[src/rtl/adder_pkg.sv]
// Shared types and sizing helpers for the nibble-serial adder/subtractor.
package adder_pkg;

    typedef enum logic [1:0] {
        IDLE = 2'd0,
        RUN  = 2'd1,
        DONE = 2'd2
    } state_e;

    localparam int NIBBLE_W = 4;

    function automatic int nib_count(input int width);
        return width / NIBBLE_W;
    endfunction

endpackage

[src/rtl/nibble_serial_adder_csa.sv]
// 4-bit carry-lookahead slice: all internal carries come from generate/propagate terms.
module csa (
    input  logic [3:0] a_i,
    input  logic [3:0] b_i,
    input  logic       cin_i,
    output logic [3:0] sum_o,
    output logic       cout_o
);

    logic [3:0] g;
    logic [3:0] p;
    logic [3:0] c;

    assign g = a_i & b_i;
    assign p = a_i ^ b_i;

    assign c[0] = cin_i;
    assign c[1] = g[0] | (p[0] & cin_i);
    assign c[2] = g[1] | (p[1] & g[0]) | (p[1] & p[0] & cin_i);
    assign c[3] = g[2] | (p[2] & g[1]) | (p[2] & p[1] & g[0])
                | (p[2] & p[1] & p[0] & cin_i);
    assign cout_o = g[3] | (p[3] & g[2]) | (p[3] & p[2] & g[1])
                  | (p[3] & p[2] & p[1] & g[0])
                  | (p[3] & p[2] & p[1] & p[0] & cin_i);

    assign sum_o = p ^ c;

endmodule

[src/rtl/nibble_serial_adder.sv]
// Wide add/sub built by cycling one 4-bit CLA slice over the operand nibbles,
// LSB first, with the inter-nibble carry held in a register.
module nibble_serial_adder
    import adder_pkg::*;
#(
    parameter int WIDTH = 16
) (
    input  logic             clk,
    input  logic             rst,
    input  logic             in_valid,
    output logic             in_ready,
    input  logic [WIDTH-1:0] a,
    input  logic [WIDTH-1:0] b,
    input  logic             op_sub,
    output logic             out_valid,
    input  logic             out_ready,
    output logic [WIDTH-1:0] sum,
    output logic             carry_out,
    output logic             overflow,
    output logic             busy
);

    localparam int NIB   = nib_count(WIDTH);
    localparam int CNT_W = $clog2(NIB);
    localparam logic [CNT_W-1:0] LAST = CNT_W'(NIB - 1);

    if ((WIDTH % NIBBLE_W) != 0 || WIDTH < 8) begin : g_bad_width
        $error("nibble_serial_adder: WIDTH must be a multiple of 4 and at least 8");
    end

    state_e           state_q, state_d;
    logic [WIDTH-1:0] a_q, a_d;
    logic [WIDTH-1:0] b_q, b_d;
    logic [WIDTH-1:0] res_q, res_d;
    logic             carry_q, carry_d;
    logic             msb_a_q, msb_a_d;
    logic             msb_b_q, msb_b_d;
    logic [CNT_W-1:0] cnt_q, cnt_d;

    logic [NIBBLE_W-1:0] slice_sum;
    logic                slice_co;

    csa u_csa (
        .a_i    (a_q[NIBBLE_W-1:0]),
        .b_i    (b_q[NIBBLE_W-1:0]),
        .cin_i  (carry_q),
        .sum_o  (slice_sum),
        .cout_o (slice_co)
    );

    always_comb begin
        state_d = state_q;
        a_d     = a_q;
        b_d     = b_q;
        res_d   = res_q;
        carry_d = carry_q;
        msb_a_d = msb_a_q;
        msb_b_d = msb_b_q;
        cnt_d   = cnt_q;
        case (state_q)
            IDLE: begin
                // Subtract is A + ~B + 1: invert B here and seed the carry with 1.
                if (in_valid) begin
                    a_d     = a;
                    b_d     = op_sub ? ~b : b;
                    carry_d = op_sub;
                    msb_a_d = a[WIDTH-1];
                    msb_b_d = op_sub ? ~b[WIDTH-1] : b[WIDTH-1];
                    cnt_d   = '0;
                    state_d = RUN;
                end
            end
            RUN: begin
                carry_d = slice_co;
                res_d   = {slice_sum, res_q[WIDTH-1:NIBBLE_W]};
                a_d     = a_q >> NIBBLE_W;
                b_d     = b_q >> NIBBLE_W;
                if (cnt_q == LAST) begin
                    state_d = DONE;
                end else begin
                    cnt_d = cnt_q + 1'b1;
                end
            end
            DONE: begin
                if (out_ready) begin
                    state_d = IDLE;
                end
            end
            default: state_d = IDLE;
        endcase
    end

    always_ff @(posedge clk) begin
        if (rst) begin
            state_q <= IDLE;
            a_q     <= '0;
            b_q     <= '0;
            res_q   <= '0;
            carry_q <= 1'b0;
            msb_a_q <= 1'b0;
            msb_b_q <= 1'b0;
            cnt_q   <= '0;
        end else begin
            state_q <= state_d;
            a_q     <= a_d;
            b_q     <= b_d;
            res_q   <= res_d;
            carry_q <= carry_d;
            msb_a_q <= msb_a_d;
            msb_b_q <= msb_b_d;
            cnt_q   <= cnt_d;
        end
    end

    assign in_ready  = (state_q == IDLE) & ~rst;
    assign out_valid = (state_q == DONE);
    assign busy      = (state_q != IDLE);
    assign sum       = res_q;
    assign carry_out = carry_q;
    assign overflow  = (msb_a_q == msb_b_q) & (res_q[WIDTH-1] != msb_a_q);

endmodule

[config.mk]
export PLATFORM = sky130hd
export DESIGN_NAME = nibble_serial_adder
export DESIGN_NICKNAME = d
export VERILOG_FILES = /design/src/rtl/adder_pkg.sv /design/src/rtl/nibble_serial_adder_csa.sv /design/src/rtl/nibble_serial_adder.sv
export SDC_FILE = /design/constraint.sdc
export NUM_CORES = 1
export LEC_CHECK = 0
export ABC_AREA = 0
export BUFFER_PORTS_ARGS = -buffer_cell sky130_fd_sc_hd__buf_2
export CORE_ASPECT_RATIO = 0.7
export CORE_MARGIN = 2
export CORE_UTILIZATION = 48
export CTS_CLUSTER_SIZE = 8
export DETAILED_ROUTE_END_ITERATION = 16
export MAX_ROUTING_LAYER = met4
export PLACE_DENSITY_LB_ADDON = 0.08
export SYNTH_ARGS = -nofsm -noshare
export SYNTH_HDL_FRONTEND = slang
export SYNTH_SLANG_ARGS = --single-unit
export TNS_END_PERCENT = 50
[constraint.sdc]
create_clock -name clk -period 1.3 [get_ports clk]
set_clock_uncertainty 0.1 [all_clocks]
set_input_delay 0.065 -clock clk [delete_from_list [all_inputs] [get_ports clk]]
set_output_delay 0.065 -clock clk [all_outputs]
set_load 0.02 [all_outputs]
# After elaboration in Yosys (flattened, before gate mapping)
# Index checks and enable logic that the tools add are counted.
[classes] n_addsub=1 eq_ne=9 n_mux=15 n_bitwise=34 n_reduce_logical=7
[ops] op="16-bit case mux with 2 select lines" count=2
[ops] op="16-bit 2-to-1 mux" count=3
[ops] op="1-bit bitwise AND" count=18
[ops] op="16-bit NOT" count=1
[ops] op="2-bit 2-to-1 mux" count=5
[ops] op="1-bit OR" count=10
[ops] op="4-bit XOR" count=2
[ops] op="2-bit inequality test, second input constant" count=3
[ops] op="2-bit case mux with 3 select lines" count=1
[ops] op="3-bit AND reduction" count=2
[ops] op="4-bit bitwise AND" count=1
[ops] op="2-bit equality test, second input constant" count=2
[ops] op="2-bit case mux with 2 select lines" count=1
[ops] op="2-bit AND reduction" count=2
[ops] op="2-bit nonzero test" count=2
[ops] op="2-bit by 1-bit adder with 2-bit output, second input constant" count=1
[ops] op="2-bit by 1-bit equality test with 1-bit output, second input constant" count=1
[ops] op="2-bit zero test" count=1
[ops] op="1-bit 2-to-1 mux" count=2
[ops] op="2-bit by 1-bit inequality test with 1-bit output, second input constant" count=1
[ops] op="1-bit NOT" count=2
[ops] op="1-bit case mux with 2 select lines" count=1
[ops] op="1-bit equality test" count=1
[ops] op="1-bit inequality test" count=1
[totals] regBits=55 in_bits=37 output_inout_bits=21 elab_cells=74

# Logic depth before layout (Yosys ltp)
# Gate-level depths: netlist of the first run.
[depth] word_depth=7 depth_mapped=7

# By module
# Synthesis of the first run repeated with hierarchy kept, for this count alone.
[hier_totals] hier_cells=285 hier_area_um2=2454.9
[modules_own_cells] module="nibble_serial_adder" instances=1 cells_per_inst=268 area_each_um2=2307.2 seq_area_each_um2=1101.1
[modules_own_cells] module="csa" instances=1 cells_per_inst=17 area_each_um2=147.6 seq_area_each_um2=0.0

# Least setup slack after synthesis of the first run
# OpenSTA, ideal clock, no wires.
[synth_path] path_kind="reg-to-reg" startpoint="reg carry_q (netlist: carry_out)" endpoint="reg res_q[13] (netlist: sum[13])" arrival_ns=1.303 required_ns=1.130 slack_ns=-0.173 path_stages_with_launch=6 path_buffers=0 path_cell_list="dfxtp_1 inv_1 fa_1 xnor2_1 nand2_1 a21oi_1"
[synth_between] elab_chain_cells=3
[synth_rtl] element="start: declaration" line_no="nibble_serial_adder.sv:35" source="logic carry_q, carry_d;"
[synth_rtl] element="start signal: assignment" line_no="nibble_serial_adder.sv:108" source="carry_q <= carry_d;"
[synth_rtl] element="1-bit bitwise AND" line_no="nibble_serial_adder_csa.sv:18" source="assign c[1] = g[0] | (p[0] & cin_i);"
[synth_rtl] element="1-bit OR" line_no="nibble_serial_adder_csa.sv:18"
[synth_rtl] element="4-bit XOR" line_no="nibble_serial_adder_csa.sv:26" source="assign sum_o = p ^ c;"
[synth_rtl] element="end signal: assignment" line_no="nibble_serial_adder.sv:107" source="res_q <= res_d;"
[synth_rtl] element="end: declaration" line_no="nibble_serial_adder.sv:34" source="logic [WIDTH-1:0] res_q, res_d;"
# Every way passes these cells.
# A chain may end at the register's enable or synchronous reset.

# Worst setup path in the final report of the first run
[layout_path] startpoint="reg state_q[0]" endpoint="reg a_q[4]"
[layout_between] elab_chain_cells=3 word_cells_on_any_way=6 cone_classes="eq/ne: 2; mux: 1; reduce/logical: 3"
[layout_rtl] element="start: declaration" line_no="nibble_serial_adder.sv:31" source="state_e state_q, state_d;"
[layout_rtl] element="start signal: assignment" line_no="nibble_serial_adder.sv:104" source="state_q <= state_d;"
[layout_rtl] element="2-bit by 1-bit equality test with 1-bit output or 2-bit zero test (tied branches)" line_no="nibble_serial_adder.sv:60" source="case (state_q)"
[layout_rtl] element="2-bit nonzero test (no source line) or 2-bit inequality test (tied branches)"
[layout_rtl] element="2-bit AND reduction (no source line)"
[layout_rtl] element="end signal: assignment" line_no="nibble_serial_adder.sv:96" source="a_q <= '0;"
[layout_rtl] element="end signal: assignment" line_no="nibble_serial_adder.sv:105" source="a_q <= a_d;"
[layout_rtl] element="end: declaration" line_no="nibble_serial_adder.sv:32" source="logic [WIDTH-1:0] a_q, a_d;"
# Several ways; a longest one is shown, not always the timed one.

==> out/summary.txt, run 1 <==
synthesized area: 2472 um2
sum of negative setup slack: -755.9 ps
Max Freq: 714.4 MHz
Sw Ratio: 29.48%
syn_nets: 333
Final WS setup: -99.83 ps
number of synthesized flops with an enable pin: 0
relative slew slack: 75.45%
DP HPWL: 4.204 mm
Synth async-reset ratio: 0%
area leader, netlist: dfxtp_1
Layout Nets: 439
Cell Rows: 21
WP buf/inv: 2
Die Ht: 64.05 um
NetSw: 0.001101 W
CP max stage cell: dfxtp_2
Synth top cells by count: 62 x nand2_1, 55 x dfxtp_1, 30 x nor2_1
Slew Viols, Final: 0
DRT antenna net count: 0
fin util: 75.60%
vias in the first global route: 2257
DRT iter0 DRCs: 82
Sequential Power Share: 50.2%
Post-DP Area: 3062 um2
DP Cell Count: 432
Clock Sinks: 55
Post-Route WL: 6.535 mm
Clock Path Buffers: 2
total gr overflow: 0
unrepaired setup endpoints after global routing: true
die area: 5750 um2
sequential-to-total area share from yosys stat: 44.53%
Finish-stage setup viols: 25
violated checks: setup timing
Root Buffer: clkbuf_8
top_reg_cell synth: dfxtp_1
max incr delay on CP: 360 ps
clk_lat worst skew: 300 ps
CP top delay family: flip-flops
CTS tree: done
CTS H-tree depth: 2
Peak VDD IR: 0.6053 mV
crit path max fanout: 7
DR vias/cell: 5.122
Fillers: 356
Reg clk slew, reported paths: 100 ps
PortBufs: 57
Routability Congestion: 0.7964
antenna violations before repair: 0
DR pass1 iterations: 4
IO Count: 58
P&R area growth vs syn: 48.63%
Mapped Cells: 290
Starting Density: 50.86%
worst hold path class: in -> reg
#FFs+latches synth: 55
Int Pwr: 0.002634 W
Critical Path RT: 1400 ps
CP Class: reg -> reg
Finished Cell Area: 3675 um2
clock network power share: 25.1%
CP cell instances: buf_6 > nor2_4 > nor2_4 > buf_6 > nor2_1 > a311oi_1
Vias: 2387
Core ar.: 4861 um2
Pwr Total: 0.003736 W
largest net degree at the start of global routing: 19
Layout Cells excl Fill: 466
outcome: finished with violations
area share of the largest cell type after synthesis: 44.53%
final worst path period share: 107.7%
Die Wd: 89.78 um
Yosys Warn Count: 0
routed len/inst: 14.02 um
fin crit period: 1400 ps
syn avg cell area: 8.525 um2
cell with the most instances after synthesis: nand2_1
GRT Total Usage: 23.66%
worst-margin pin slew: 368.2 ps
Critical Path AT: 1500 ps
synth unique cells: 35
CP Launch Type: flip-flop
leakage power: 1.555 nW
cts bufs inserted: 5
layout cell share with drive strength beyond 1: 40.05%
maxcap violations: 0
global-route wire length before repair: 10.80 mm
DRC Markers: 0
CP endpoint kind: flip-flop
largest cells by area after synthesis: dfxtp_1 45%, nand2_1 9.4%, xor2_1 5.7%, a22oi_1 5.2%, a21oi_1 4.7%
Hold Violations, Final: 0
pwr/cell area: 1017 nW/um2
Comb power frac: 24.8%
diode count: 0
layout by cell type, fill, tap and decap left out, types with 3 or more instances in the layout:
cell type       n
nand2_1        59
inv_1           6
nor2_2          4
a21oi_1        14
buf_2          57
xor2_1         16
nor2_4          4
dfxtp_2         5
buf_12          3
a311oi_2        6
o2bb2ai_1      11
a311oi_1        6
clkbuf_8        5
buf_6          13
dfxtp_1        48
dlygate4sd3_1  20
nand3_1         5
a21oi_2         9
buf_4          27
nor2_1         23
a22oi_1        16
ha_1            3
area by class of cell:
cell class	instances	area, um2	area share (%)
inverter	7	26.28	0.7150
sequential	55	1115	30.34
clock inverter	2	12.51	0.3405
clock buffer	6	72.57	1.975
timing repair buffer	121	909.6	24.75
tap	69	86.33	2.349
multi-input combinational	206	1453	39.53
cells by family after synthesis:
logic type,after synthesis,share of synthesized area (%)
and+or+nand+nor,111,19.18
DFF,55,44.53
buffers and inverters,29,5.972
adders and majority gates,6,3.340
xor gates and xnor gates,17,6.022
AOI/OAI and AO/OA,72,20.95
state kept, by name, indices dropped and copies added, names as in the netlist:
register   flops
sum           16
cnt_q          2
state_q        2
b_q           16
msb_a_q        1
carry_out      1
a_q           16
msb_b_q        1
power by group through the flow:
stage               Sequential, W  Clock (W)  Combinational (W)
floorplan                 0.00191          0           0.000417
global placement          0.00190          0           0.000699
detailed placement        0.00190          0           0.000709
CTS                       0.00187   0.000947           0.000841
global route              0.00189    0.00102            0.00101
finish                    0.00187   0.000936           0.000926
metal layers:
layer	routed length [um]	GRT usage [%]	up-vias
met1	3210	32.94	1118
met2	3033	37.12	50
li1	-	-	1215
met5	0	-	-
met4	35	4.231	0
met3	255	4.009	4
what timing repair did:
action / 4_1_cts / 5_1_grt
hold buffers: 20 / 0
pin swaps: 21 / 11
hold endpoints to repair: 22 / 0
resized for setup: 34 / 36
setup endpoints to repair: 43 / 56
buffers inserted: 5 / 1
cloned: 2 / 0
metrics by stage:
stage | setup WS (ps) | hold WS, ps
floorplan | -17.32 | 123.6
global placement | -76.50 | 217.2
detailed placement | -111.6 | 239.4
CTS | -92.57 | 44.84
global route | -175.1 | 71.44
finish | -99.83 | 51.81
worst paths after layout:
kind / cells past startpoint / endpoint / start / slack [ps]
setup / recovery: 6 / a_q[4] / state_q[0] / -100
hold / removal: 4 / state_q[1] / out_ready / 50
setup reg to reg: 6 / a_q[4] / state_q[0] / -100
hold reg to reg: 2 / sum[3] / sum[3] / 360
tightest hold or removal path: stages:
cell and delay (ps):
buf_2 100, inv_1 40, a22oi_1 70, nor2_1 130
Power figures use the tool's default switching activity.
==> inputs of run 2 (changes only) <==
--- a/config.mk
+++ b/config.mk
@@ -16,5 +16,6 @@
 export PLACE_DENSITY_LB_ADDON = 0.08
 export SYNTH_ARGS = -nofsm -noshare
 export SYNTH_HDL_FRONTEND = slang
+export SYNTH_HIERARCHICAL = 1
 export SYNTH_SLANG_ARGS = --single-unit
 export TNS_END_PERCENT = 50
==> out/summary.txt, run 2 <==
Worst R2R End: sum[15] (was a_q[4])
Synth Area in Compound Gates: 22.27% (was 20.95%)
Critical Path AT: 1780 ps (was 1500 ps)
Synth async-reset ratio: 0% (unchanged)
WHS Path Cells: 3 (was 4)
Fillers: 336 (was 356)
cts bufs inserted: 5 (unchanged)
Die Ht: 63.83 um (was 64.05 um)
Slew Viols, Final: 0 (unchanged)
DP Cell Count: 418 (was 432)
area share of the largest cell type after synthesis: 44.85% (was 44.53%)
Reg2Reg Setup Slack: -310 ps (was -100 ps)
relative slew slack: 65.15% (was 75.45%)
Critical Path RT: 1460 ps (was 1400 ps)
commonest non-fill, non-tap cell in the layout: buf_2 (was nand2_1)
die area: 5711 um2 (was 5750 um2)
Post-Route WL: 6.979 mm (was 6.535 mm)
CP endpoint kind: flip-flop (unchanged)
Routability Congestion: 0.8665 (was 0.7964)
Final WS setup: -314.9 ps (was -99.83 ps)
pwr/cell area: 1017 nW/um2 (about the same)
Yosys Warn Count: 6 (was 0)
largest cells by area after synthesis: dfxtp_1 45%, nand2_1 7.8%, a21oi_1 7.3%, xnor2_1 6.1%, nor2_1 5.4% (was dfxtp_1 45%, nand2_1 9.4%, xor2_1 5.7%, a22oi_1 5.2%, a21oi_1 4.7%)
Layout Cells excl Fill: 462 (was 466)
Core ar.: 4861 um2 (unchanged)
DRT iter0 DRCs: 138 (was 82)
synthesized area: 2455 um2 (was 2472 um2)
worst hold path class: in -> reg (unchanged)
Die Wd: 89.48 um (was 89.78 um)
fin util: 78.17% (was 75.60%)
diode count: 0 (unchanged)
layout cell share with drive strength beyond 1: 46.31% (was 40.05%)
DR pass1 iterations: 4 (unchanged)
Max Freq: 619.2 MHz (was 714.4 MHz)
global-route wire length before repair: 11.26 mm (was 10.80 mm)
worst-margin pin slew: 522.1 ps (was 368.2 ps)
final worst path period share: 124.2% (was 107.7%)
simple-gate share of the synthesized area: 16.67% (was 19.18%)
Starting Density: 50.50% (was 50.86%)
Reg clk slew, reported paths: 100 ps (about the same)
outcome: finished with violations (unchanged)
sequential-to-total area share from yosys stat: 44.85% (was 44.53%)
antenna violations before repair: 0 (unchanged)
syn_nets: 328 (was 333)
Layout Nets: 435 (was 439)
Clock Sinks: 55 (unchanged)
Root Buffer: clkbuf_8 (unchanged)
most frequent cells in the layout: 55 x buf_2, 49 x nand2_1, 48 x dfxtp_1 (was 59 x nand2_1, 57 x buf_2, 48 x dfxtp_1)
Worst Reg-to-Reg Cells: 7 (was 6)
DRC Markers: 0 (unchanged)
Reg-to-Reg Start: a_q[1] (was state_q[0])
fin crit period: 1615 ps (was 1400 ps)
Post-Synth XOR/XNOR Area: 6.779% (was 6.022%)
crit path max fanout: 2 (was 7)
PortBufs: 57 (unchanged)
CTS tree: done (unchanged)
area leader, netlist: dfxtp_1 (unchanged)
DRT antenna net count: 0 (unchanged)
cell with the most instances after synthesis: dfxtp_1 (was nand2_1)
combinational family with the most area after synthesis: compound AO/OA/AOI/OAI gates (unchanged)
Finish-stage setup viols: 43 (was 25)
clk_lat worst skew: 320 ps (was 300 ps)
total gr overflow: 0 (unchanged)
#FFs+latches synth: 55 (unchanged)
GRT Total Usage: 26.11% (was 23.66%)
DP HPWL: 4.027 mm (was 4.204 mm)
number of synthesized flops with an enable pin: 0 (unchanged)
CTS H-tree depth: 2 (unchanged)
leakage power: 1.591 nW (was 1.555 nW)
IO Count: 58 (unchanged)
CP Launch Type: flip-flop (unchanged)
P&R area growth vs syn: 54.79% (was 48.63%)
Mapped Cells: 285 (was 290)
top_reg_cell synth: dfxtp_1 (unchanged)
CP Class: reg -> reg (unchanged)
worst hold margin: 6.202 ps (was 51.81 ps)
syn avg cell area: 8.614 um2 (was 8.525 um2)
largest net degree at the start of global routing: 31 (was 19)
multiplexer share of the synthesized area: 0.4077% (was 0%)
unrepaired setup endpoints after global routing: true (unchanged)
maxcap violations: 0 (unchanged)
Synth top cells by count: 55 x dfxtp_1, 51 x nand2_1, 36 x a21oi_1 (was 62 x nand2_1, 55 x dfxtp_1, 30 x nor2_1)
DR vias/cell: 5.245 (was 5.122)
Clock Path Buffers: 2 (unchanged)
Synth Area in Adders: 3.364% (was 3.340%)
routed len/inst: 15.11 um (was 14.02 um)
dpl ws: -301.5 ps (was -111.6 ps)
Vias: 2423 (was 2387)
synth unique cells: 34 (was 35)
Hold Violations, Final: 0 (unchanged)
Cell Rows: 21 (unchanged)
vias in the first global route: 2401 (was 2257)
WHS Endpoint: b_q[13] (was state_q[1])
Peak VDD IR: 0.5405 mV (was 0.6053 mV)
Hold Startpoint: b[13] (was out_ready)
violated checks: setup timing (unchanged)
[run 2: per-stage QoR]
stage | total power (W) | TNS, ps | area (um2)
after floorplan | 0.002317 | -1979 | 2510
after global placement | 0.002546 | -5809 | 2972
after detailed placement | 0.002560 | -7848 | 2972
after CTS | 0.003745 | -3993 | 3606
after global routing | 0.004029 | -7074 | 3800
final | 0.003865 | -5097 | 3800
[run 2: how the worst max path moves through the flow]
stage,from,to,cells after the start
6_report,a_q[1],sum[15],7
2_1_floorplan,b_q[0],carry_out,6
3_3_place_gp,b_q[0],carry_out,6
4_1_cts,b_q[0],carry_out,6
3_5_place_dp,b_q[0],carry_out,6
5_1_grt,b_q[2],sum[15],7
[run 2: cell type report]
cell class                 instances  area, um2  share of cell area (%)
clock buffer                       5      68.82                   1.811
clock inverter                     3      27.53                  0.7244
inverter                           6      22.52                  0.5927
multi-input combinational        202       1521                   40.04
sequential                        55       1115                   29.34
tap                               69      86.33                   2.272
timing repair buffer             122      958.4                   25.22
[run 2: cells by family after synthesis]
| family | after synthesis |
|---|---|
| and+or+nand+nor | 98 |
| AOI/OAI and AO/OA | 77 |
| DFF | 55 |
| buffers and inverters | 29 |
| xor gates and xnor gates | 19 |
| adders and majority gates | 6 |
| muxes | 1 |
[run 2: critical path, stage by stage, from the launching register on]
cell	delay, ps
dfxtp_1	350
ha_1	240
a21o_1	160
a31o_1	200
buf_4	140
xor2_1	160
nand2_1	90
a21oi_2	120
[run 2: per-layer routing]
| metal | share of wire (%) | routed length [um] | vias to the layer above | global-route usage [%] |
|---|---|---|---|---|
| met5 | 0 | 0 | - | - |
| met4 | 1.4 | 95 | 0 | 7.276 |
| met3 | 4.0 | 278 | 11 | 4.522 |
| met2 | 48 | 3364 | 60 | 40.74 |
| met1 | 46 | 3239 | 1149 | 34.91 |
| li1 | - | - | 1203 | - |
[run 2: report_power, final]
| part | internal [W] | total (W) | switching [W] |
|---|---|---|---|
| clock | 0.000401 | 0.00103 | 0.000626 |
| combinational | 0.000500 | 0.000967 | 0.000466 |
| sequential | 0.00179 | 0.00187 | 0.0000821 |
| total | 0.00269 | 0.00387 | 0.00117 |
[run 2: timing repair]
item / 4_1_cts / 5_1_grt
cloned: 3 / 0
gates resized for setup: 57 / 39
hold buffers: 19 / 0
pin swaps: 37 / 31
endpoints found under the hold margin: 21 / 0
setup endpoints to repair: 57 / 58
setup buffers: 10 / 5
==> inputs of run 3 (changes only) <==
--- a/config.mk
+++ b/config.mk
@@ -9,7 +9,8 @@
 export BUFFER_PORTS_ARGS = -buffer_cell sky130_fd_sc_hd__buf_2
 export CORE_ASPECT_RATIO = 0.7
 export CORE_MARGIN = 2
-export CORE_UTILIZATION = 48
+export CORE_UTILIZATION = 50
+export CTS_BUF_LIST = sky130_fd_sc_hd__clkbuf_8
 export CTS_CLUSTER_SIZE = 8
 export DETAILED_ROUTE_END_ITERATION = 16
 export MAX_ROUTING_LAYER = met4
==> out/summary.txt, run 3 (same netlist as run 2, synthesis figures left out) <==
Layout Nets: 426 (was 435)
maxcap violations: 0 (unchanged)
Sw Ratio: 26.64% (was 30.38%)
Layout Cells excl Fill: 453 (was 462)
Peak VDD IR: 0.6303 mV (was 0.5405 mV)
cts bufs inserted: 5 (unchanged)
Core ar.: 4756 um2 (was 4861 um2)
Routability Congestion: 0.8238 (was 0.8665)
commonest non-fill, non-tap cell in the layout: buf_2 (unchanged)
DP HPWL: 4.009 mm (was 4.027 mm)
CP Class: reg -> reg (unchanged)
Final WS setup: -252.5 ps (was -314.9 ps)
Max Freq: 644.1 MHz (was 619.2 MHz)
Die Wd: 87.75 um (was 89.48 um)
CP endpoint kind: flip-flop (unchanged)
P&R area growth vs syn: 52.45% (was 54.79%)
Hold Violations, Final: 0 (unchanged)
Critical Path AT: 1700 ps (was 1780 ps)
DRC Markers: 0 (unchanged)
Clock Sinks: 55 (unchanged)
final worst path period share: 119.4% (was 124.2%)
Critical Path RT: 1450 ps (was 1460 ps)
clock network power share: 32.1% (was 26.6%)
Vias: 2393 (was 2423)
Die Ht: 62.63 um (was 63.83 um)
GRT Total Usage: 25.31% (was 26.11%)
antenna violations before repair: 0 (unchanged)
global-route wire length before repair: 10.64 mm (was 11.26 mm)
diode count: 0 (unchanged)
relative slew slack: 67.48% (was 65.15%)
Finish-stage setup viols: 57 (was 43)
Root Buffer: clkbuf_8 (unchanged)
DRT iter0 DRCs: 151 (was 138)
total gr overflow: 0 (unchanged)
NetSw: 0.001101 W (was 0.001174 W)
Comb power frac: 22.5% (was 25.0%)
crit path max fanout: 2 (unchanged)
DRT antenna net count: 0 (unchanged)
outcome: finished with violations (unchanged)
leakage power: 1.565 nW (was 1.591 nW)
Reg2Reg Setup Slack: -250 ps (was -310 ps)
PortBufs: 57 (unchanged)
die area: 5495 um2 (was 5711 um2)
CTS H-tree depth: 2 (unchanged)
Cell Rows: 21 (unchanged)
Post-Route WL: 6.846 mm (was 6.979 mm)
DP Cell Count: 416 (was 418)
Starting Density: 51.62% (was 50.50%)
sum of negative setup slack: -6813 ps (was -5097 ps)
fin crit period: 1553 ps (was 1615 ps)
layout cell share with drive strength beyond 1: 44.27% (was 46.31%)
clk_lat worst skew: 310 ps (was 320 ps)
unrepaired setup endpoints after global routing: true (unchanged)
worst hold path class: in -> reg (unchanged)
Reg clk slew, reported paths: 100 ps (about the same)
Int Pwr: 0.003031 W (was 0.002691 W)
vias in the first global route: 2310 (was 2401)
Clock Path Buffers: 2 (unchanged)
CTS tree: done (unchanged)
IO Count: 58 (unchanged)
routed len/inst: 15.11 um (about the same)
violated checks: setup timing (unchanged)
worst-margin pin slew: 487.8 ps (was 522.1 ps)
DR vias/cell: 5.283 (was 5.245)
most frequent cells in the layout: 54 x buf_2, 50 x nand2_1, 48 x dfxtp_1 (was 55 x buf_2, 49 x nand2_1, 48 x dfxtp_1)
Sequential Power Share: 45.4% (was 48.4%)
pwr/cell area: 1104 nW/um2 (was 1017 nW/um2)
DR pass1 iterations: 4 (unchanged)
CP Launch Type: flip-flop (unchanged)
largest net degree at the start of global routing: 24 (was 31)
Slew Viols, Final: 0 (unchanged)
-- run 3: cell types whose count changed in the layout (fill, tap and decap cells not counted), moves of 4 or more --
cell      previous run  this run
a211oi_2             4         9
nor2_4               8         4
buf_4               25        17
a211oi_1             8         3
nor2_1              16        20
a21oi_2              7        12
a21oi_1             28        24
-- run 3: repair_timing --
action                     CTS  global route
hold buffers                20             0
setup endpoints to repair   56            57
gates cloned                 2             0
pin swaps                   35            13
buffers inserted             6             2
hold endpoints to repair    22             0
gates resized for setup     53            38
-- run 3: path summary, 6_finish.rpt --
check,start,endpoint,depth (start not counted)
max,a_q[0],sum[15],7
min,b[9],b_q[9],4
max reg2reg,a_q[0],sum[15],7
min reg2reg,sum[0],sum[0],2
-- run 3: stage by stage --
| stage | utilization, % | power [W] | setup slack [ps] | area [um2] | hold slack (ps) |
|---|---|---|---|---|---|
| 2_1_floorplan | - | 0.002317 | -237.6 | 2510 | 106.0 |
| 3_3_place_gp | 62.17 | 0.002540 | -264.2 | 2957 | 212.9 |
| 3_5_place_dp | 62.17 | 0.002553 | -311.4 | 2957 | 217.2 |
| 4_1_cts | 75.11 | 0.004023 | -252.9 | 3572 | 3.217 |
| 5_1_grt | 78.69 | 0.004276 | -284.2 | 3742 | 28.33 |
| 6_report | 78.69 | 0.004131 | -252.5 | 3742 | 6.028 |
-- run 3: power groups by stage --
| stage | sequential [W] | clock, W | combinational (W) |
|---|---|---|---|
| after global routing | 0.00189 | 0.00139 | 0.00100 |
| final | 0.00188 | 0.00133 | 0.000931 |
| after detailed placement | 0.00190 | 0 | 0.000651 |
| after floorplan | 0.00190 | 0 | 0.000416 |
| after global placement | 0.00190 | 0 | 0.000640 |
| after CTS | 0.00187 | 0.00132 | 0.000830 |
-- run 3: metal layers --
layer / vias up / GRT usage [%] / part of all wire [%]
met3: 7 / 4.491 / 4.4
li1: 1179 / - / -
met5: - / - / 0
met1: 1136 / 32.95 / 47
met4: 0 / 6.923 / 1.0
met2: 71 / 40.53 / 48
-- run 3: area by class of cell --
cell class	count	area [um2]
Clock buffer	5	68.82
Sequential cell	55	1117
Timing Repair Buffer	113	894.6
Inverter	6	22.52
Fill cell	289	1013
Multi-Input combinational cell	202	1489
Clock inverter	3	63.81
Tap cell	69	86.33
-- run 3: critical path: stages, from the launching register on --
cell and delay, ps:
dfxtp_4 370, ha_4 210, a21o_1 160, a31o_1 190, buf_4 130, xor2_1 120
nand2_1 80, a21oi_2 120
